--- config.mk ---
export PLATFORM = sky130hd
export DESIGN_NAME = tff_pulse_driver
export DESIGN_NICKNAME = d
export VERILOG_FILES = /design/src/rtl/tff_pulse_driver_pkg.sv /design/src/rtl/tff_pulse_driver_timer.sv /design/src/rtl/tff_pulse_driver.sv
export SDC_FILE = /design/constraint.sdc
export NUM_CORES = 1
export LEC_CHECK = 0
export ABC_AREA = 0
export CAP_MARGIN = 10
export CORE_ASPECT_RATIO = 1.1
export CORE_MARGIN = 1.5
export CORE_UTILIZATION = 45
export DETAILED_ROUTE_END_ITERATION = 10
export PLACE_DENSITY_LB_ADDON = 0.12
export RECOVER_POWER = 50
export SKIP_CTS_REPAIR_TIMING = 1
export SLEW_MARGIN = 10
export SYNTH_ARGS = -nofsm -noshare
export SYNTH_HDL_FRONTEND = slang
export SYNTH_SLANG_ARGS = --single-unit
--- constraint.sdc ---
create_clock -name clk -period 4.55 [get_ports clk]
set_clock_uncertainty 0.05 [all_clocks]
set_input_delay 1.365 -clock clk [delete_from_list [all_inputs] [get_ports clk]]
set_output_delay 1.365 -clock clk [all_outputs]
set_load 0.01 [all_outputs]
--- src/rtl/tff_pulse_driver_pkg.sv ---
// Shared definitions for the tff pulse driver: FSM encoding, op codes and default sizes.
package tff_pulse_driver_pkg;

    localparam int RING_SEGS_DEF   = 59;
    localparam int READ_CYCLES_DEF = 60;
    // Cycles spent in RDONE so the 2-flop synchroniser tail has settled before capture.
    localparam int TAIL_CYCLES     = 2;

    localparam logic OP_WRITE = 1'b0;
    localparam logic OP_READ  = 1'b1;

    typedef enum logic [2:0] {
        ST_IDLE  = 3'd0,
        ST_WRITE = 3'd1,
        ST_WGAP  = 3'd2,
        ST_READ  = 3'd3,
        ST_RRST  = 3'd4,
        ST_RDONE = 3'd5
    } state_t;

    function automatic int clamp_len(input int len, input int lim);
        return (len > lim) ? lim : len;
    endfunction

endpackage

--- src/rtl/tff_pulse_driver_timer.sv ---
// Loadable down-counter shared by the WRITE, READ and RDONE durations.
module tff_pulse_driver_timer #(
    parameter int W = 6
) (
    input  logic         clk,
    input  logic         rst,
    input  logic         load,
    input  logic [W-1:0] load_val,
    output logic         done,
    output logic         last
);

    logic [W-1:0] count;

    always_ff @(posedge clk or posedge rst) begin
        if (rst) begin
            count <= '0;
        end else if (load) begin
            count <= load_val;
        end else if (count != '0) begin
            count <= count - 1'b1;
        end
    end

    assign done = (count == '0);
    assign last = (count == W'(1));

endmodule

--- src/rtl/tff_pulse_driver.sv ---
// Command front end for one tff cell: exact-length WE/RE pulses, reset strobe, read-back.
// Optional TFF_SHADOW_EN adds a shadow sum of writes and the rd_mismatch output.
//
//  state | meaning
//  IDLE  | in_ready=1, waiting for a command
//  WRITE | we=1 for min(in_data, RING_SEGS) cycles
//  WGAP  | one cycle with we=0 between writes
//  READ  | re=1 for READ_CYCLES cycles, out/carry sampled
//  RRST  | tff_rstb=0 for one cycle, synchroniser tail still counting
//  RDONE | wait for tail, result captured, rd_valid on the last cycle
module tff_pulse_driver
    import tff_pulse_driver_pkg::*;
#(
    parameter int WIDTH       = 6,
    parameter int RING_SEGS   = RING_SEGS_DEF,
    parameter int READ_CYCLES = READ_CYCLES_DEF
) (
    input  logic             clk,
    input  logic             rst,
    input  logic             in_valid,
    output logic             in_ready,
    input  logic             in_op,
    input  logic [WIDTH-1:0] in_data,
    output logic             we,
    output logic             re,
    output logic             tff_rstb,
    input  logic             tff_out,
    input  logic             tff_carry,
    output logic             rd_valid,
    output logic [WIDTH-1:0] rd_data,
    output logic             rd_carry
`ifdef TFF_SHADOW_EN
    ,
    output logic             rd_mismatch
`endif
);

    localparam int TW = $clog2(READ_CYCLES + 1);

    state_t           state, state_nxt;
    logic             accept;
    logic             tmr_load, tmr_done, tmr_last;
    logic [TW-1:0]    tmr_val;
    logic [WIDTH-1:0] wr_len;
    logic [WIDTH-1:0] count;
    logic             car_acc;
    logic [1:0]       sync_out, sync_car, cnt_en;
    logic             capture;

    assign accept  = in_valid && in_ready;
    assign wr_len  = WIDTH'(clamp_len(int'(in_data), RING_SEGS));
    assign capture = (state == ST_RDONE) && tmr_last;

    always_ff @(posedge clk or posedge rst) begin
        if (rst) begin
            state <= ST_IDLE;
        end else begin
            state <= state_nxt;
        end
    end

    always_comb begin
        state_nxt = state;
        tmr_load  = 1'b0;
        tmr_val   = '0;
        case (state)
            ST_IDLE: begin
                if (accept) begin
                    tmr_load = 1'b1;
                    if (in_op == OP_WRITE) begin
                        tmr_val   = TW'(wr_len - 1'b1);
                        state_nxt = (wr_len == '0) ? ST_WGAP : ST_WRITE;
                    end else begin
                        tmr_val   = TW'(READ_CYCLES - 1);
                        state_nxt = ST_READ;
                    end
                end
            end
            ST_WRITE: if (tmr_done) state_nxt = ST_WGAP;
            ST_WGAP:  state_nxt = ST_IDLE;
            ST_READ:  if (tmr_done) state_nxt = ST_RRST;
            ST_RRST: begin
                tmr_load  = 1'b1;
                tmr_val   = TW'(TAIL_CYCLES);
                state_nxt = ST_RDONE;
            end
            ST_RDONE: if (tmr_done) state_nxt = ST_IDLE;
            default:  state_nxt = ST_IDLE;
        endcase
    end

    // rst feeds the strobes directly so they drop without waiting for a clock.
    always_comb begin
        in_ready = (state == ST_IDLE) && !rst;
        we       = (state == ST_WRITE);
        re       = (state == ST_READ);
        tff_rstb = !rst && (state != ST_RRST);
        rd_valid = (state == ST_RDONE) && tmr_done;
    end

    tff_pulse_driver_timer #(
        .W (TW)
    ) u_timer (
        .clk      (clk),
        .rst      (rst),
        .load     (tmr_load),
        .load_val (tmr_val),
        .done     (tmr_done),
        .last     (tmr_last)
    );

    always_ff @(posedge clk or posedge rst) begin
        if (rst) begin
            sync_out <= '0;
            sync_car <= '0;
            cnt_en   <= '0;
            count    <= '0;
            car_acc  <= 1'b0;
        end else begin
            sync_out <= {sync_out[0], tff_out};
            sync_car <= {sync_car[0], tff_carry};
            cnt_en   <= {cnt_en[0], (state == ST_READ)};
            if (accept && (in_op == OP_READ)) begin
                count   <= '0;
                car_acc <= 1'b0;
            end else if (cnt_en[1]) begin
                if (sync_out[1] && (count != '1)) begin
                    count <= count + 1'b1;
                end
                if (sync_car[1]) begin
                    car_acc <= 1'b1;
                end
            end
        end
    end

    always_ff @(posedge clk or posedge rst) begin
        if (rst) begin
            rd_data  <= '0;
            rd_carry <= 1'b0;
        end else if (capture) begin
            rd_data  <= count;
            rd_carry <= car_acc;
        end
    end

`ifdef TFF_SHADOW_EN
    localparam int SW = 16;

    logic [SW-1:0]    shadow;
    logic             exp_carry;
    logic [WIDTH-1:0] exp_data;

    // Expected result is frozen in RRST, the same cycle the shadow clears with the ring.
    always_ff @(posedge clk or posedge rst) begin
        if (rst) begin
            shadow    <= '0;
            exp_carry <= 1'b0;
            exp_data  <= '0;
        end else if (state == ST_RRST) begin
            shadow    <= '0;
            exp_carry <= (int'(shadow) > RING_SEGS);
            exp_data  <= WIDTH'(int'(shadow) % (RING_SEGS + 1));
        end else if (accept && (in_op == OP_WRITE)) begin
            if ((int'(shadow) + int'(wr_len)) > (2**SW - 1)) begin
                shadow <= '1;
            end else begin
                shadow <= shadow + SW'(wr_len);
            end
        end
    end

    always_ff @(posedge clk or posedge rst) begin
        if (rst) begin
            rd_mismatch <= 1'b0;
        end else if (capture) begin
            rd_mismatch <= ({car_acc, count} != {exp_carry, exp_data});
        end
    end
`endif

endmodule

==> summary.log <==
INFO  layout         final_cell_area_excluding_filler_cells=1800um2
INFO  logic_synthesis synth_area_per_cell=10.7um2
INFO  routing        first_pass_iters=4
INFO  timing         rsz_0062_raised_after_global_routing=no
INFO  logic_synthesis total_nets_after_synthesis=159
INFO  clock_network  cts_root_buf=sky130_fd_sc_hd__clkbuf_4
INFO  routing        dr_drc_count=0
INFO  power          power=0.000891W
INFO  logic_synthesis syn_inst_count=142
INFO  logic_synthesis synth.lib_cells_used.distinct=40
INFO  layout         drive_above_1_share=11.9%
INFO  timing         final_critical_path_setup_slack=0.396ns
INFO  grt            antenna_found_initial=0
INFO  routing        drt-wirelength-per-cell=14.3um
INFO  placed_design  placed_area=1760um2
INFO  critical_path  critPathKind=input pin to output pin
INFO  die            die_area=3740um2
INFO  power          power_density_of_the_placed_cells=495nW/um2
INFO  timing         timing.final.hold_violations=0
INFO  power          cellLeakagePower=0.791nW
INFO  logic_synthesis postSynthRegisterBits=29
INFO  grt            via_count_of_the_first_global_routing_pass=1090
INFO  grt            grt_start_max_net_pins=30
INFO  timing         period_minus_slack=4.15ns
INFO  clock_network  clock_tree.buffer_depth=2
INFO  critical_path  cp.required=3.13ns
INFO  logic_synthesis synth.cell_area=1520um2
INFO  layout         mostFrequentLayoutCells=sky130_fd_sc_hd__dfrtp_1 (29), sky130_fd_sc_hd__clkdlybuf4s50_1 (20), sky130_fd_sc_hd__nor2_1 (13), sky130_fd_sc_hd__a21oi_1 (9)
INFO  clock_network  clkSinkCount=29
INFO  power          peakVddDrop=241uV
INFO  clock_network  clk-insertion-delay-late=0.33ns
INFO  logic_synthesis synth.yosys.warnings=0
INFO  die            start_util=48.6%
INFO  logic_synthesis synth_async_sr_flop_share=100%
INFO  die            x_dimension_of_the_die=58.4um
INFO  layout         synthToLayoutAreaGrowth=18.4%
INFO  clock_network  clkTransAtPathRegs=0.09ns
INFO  die            floorplan.core_area=3130um2
INFO  timing         timing.final.max_slew_violations=0
INFO  die            boundaryPins=24
INFO  timing         layout_worst_path_cycle_share=91.3%
INFO  grt            grt_first_pass_wirelength=5.00mm
INFO  clock_network  htree_num_levels=2
INFO  clock_network  tritoncts=done
INFO  layout         most_common_library_cell_in_the_layout_ignoring_fill_and_taps=sky130_fd_sc_hd__dfrtp_1
INFO  critical_path  worstSetupEndpointType=output pin
INFO  placed_design  finalWeightedCongestion=0.821
INFO  placed_design  io_buffer_count=23
INFO  critical_path  cp.arrival=2.74ns
INFO  status         status=finished clean
INFO  hold_path      hp-class=flip-flop to flip-flop
INFO  critical_path  critical_path_source_type=input pin
INFO  die            placementRows=21
INFO  timing         timing_worst_slew_pin_value=1.04ns
INFO  routing        drt-vias-per-instance=5.64
INFO  routing        drt.antenna.violating_nets=0
INFO  timing         setup-violations-final=0
INFO  grt            grt.overflow.total=0
INFO  routing        vias=1139
INFO  layout         num-nets-final=184
INFO  layout         antenna_cells_inserted=0
INFO  clock_network  cts_inserted_buffers=5
INFO  placed_design  dpl_wire_length=2.22mm
INFO  placed_design  dp_slack=0.497ns
INFO  timing         max_freq=0.241GHz
INFO  routing        first_iter_violations=29
INFO  logic_synthesis synth-edff-count=0
INFO  critical_path  cp_max_fo=4
INFO  logic_synthesis synth_seq_area_share=47.7%
INFO  grt            globalRouteTotalUtil=18.1%
INFO  die            dieHeight=64.0um
INFO  flow_run       maxCapViolCount=0
INFO  timing         max-slew-margin-rel=30.5%
INFO  logic_synthesis ys.flop_type=sky130_fd_sc_hd__dfrtp_1
INFO  layout         final_core_util=57.6%
INFO  routing        finalWirelength=2.89mm
INFO  timing         setup_total_negative_slack=0ns
[layout make-up]
class / count / area [um2]
Timing Repair Buffer: 23 / 230
Tap cell: 34 / 42.5
Fill cell: 291 / 1330
Inverter: 6 / 22.5
Multi-Input combinational cell: 102 / 728
Clock inverter: 2 / 10.0
Clock buffer: 6 / 41.3
Sequential cell: 29 / 726
[kinds of logic after synthesis]
| family | synth area share (%) |
|---|---|
| and+or+nand+nor | 19.6 |
| AOI/OAI and AO/OA | 13.0 |
| DFF | 47.7 |
| buffers and inverters | 3.95 |
| xor gates and xnor gates | 5.76 |
| muxes | 5.84 |
| adders and majority gates | 4.12 |
[cells in the mapped netlist (4+ instances only)]
cell / number / area, um2
sky130_fd_sc_hd__dfrtp_1: 29 / 726
sky130_fd_sc_hd__nor3b_1: 5 / 37.5
sky130_fd_sc_hd__nor2_1: 13 / 48.8
sky130_fd_sc_hd__xor2_1: 6 / 52.6
sky130_fd_sc_hd__xnor2_1: 4 / 35.0
sky130_fd_sc_hd__inv_1: 6 / 22.5
sky130_fd_sc_hd__nand2_1: 6 / 22.5
sky130_fd_sc_hd__and2_1: 4 / 25.0
sky130_fd_sc_hd__ha_1: 5 / 62.6
sky130_fd_sc_hd__mux2_2: 7 / 78.8
sky130_fd_sc_hd__a21oi_1: 9 / 45.0
sky130_fd_sc_hd__o21ai_0: 7 / 35.0
[flip-flops by register name (all words and copies together), names as in the netlist]
register,flops
sync_out,2
rd_carry,1
count,6
u_timer.count,6
cnt_en,2
sync_car,2
state,3
rd_data,6
car_acc,1
[critical path, cell delays in order]
cell                              delay [ns]
sky130_fd_sc_hd__dlygate4sd3_1          0.61
sky130_fd_sc_hd__nor4_4                 0.19
sky130_fd_sc_hd__clkdlybuf4s50_1        0.58
[power by group]
part	internal, W	switching [W]	leakage (nW)
Clock	0.0000587	0.0000903	0.0320
Sequential	0.000335	0.0000996	0.372
Combinational	0.000159	0.000148	0.387
Total	0.000553	0.000338	0.791
[through the flow]
stage	instances	hold slack, ns
6_report	202	0.304
2_1_floorplan	142	0.281
5_1_grt	202	0.312
4_1_cts	202	0.307
3_5_place_dp	194	0.286
3_3_place_gp	194	0.284
[path summary, 6_finish.rpt]
| kind | start | to | slack [ns] | cells past startpoint |
|---|---|---|---|---|
| worst max register to register | u_timer.count[2] | u_timer.count[0] | 2.58 | 4 |
| max in group asynchronous | rst | sync_out[1] | 2.04 | 2 |
| min in group asynchronous | rst | state[2] | 1.78 | 2 |
| worst max-delay path | rst | in_ready | 0.40 | 3 |
| worst min register to register | cnt_en[0] | cnt_en[1] | 0.30 | 0 |
| worst min-delay path | cnt_en[0] | cnt_en[1] | 0.30 | 0 |
[routing by layer]
metal | up-vias | track usage [%] | part of all wire (%)
li1 | 558 | - | -
met1 | 552 | 19.9 | 40
met5 | - | 0 | 0
met3 | 5 | 4.86 | 4.0
met2 | 24 | 31.9 | 54
met4 | 0 | 7.85 | 1.9
Power figures use the tool's default switching activity.
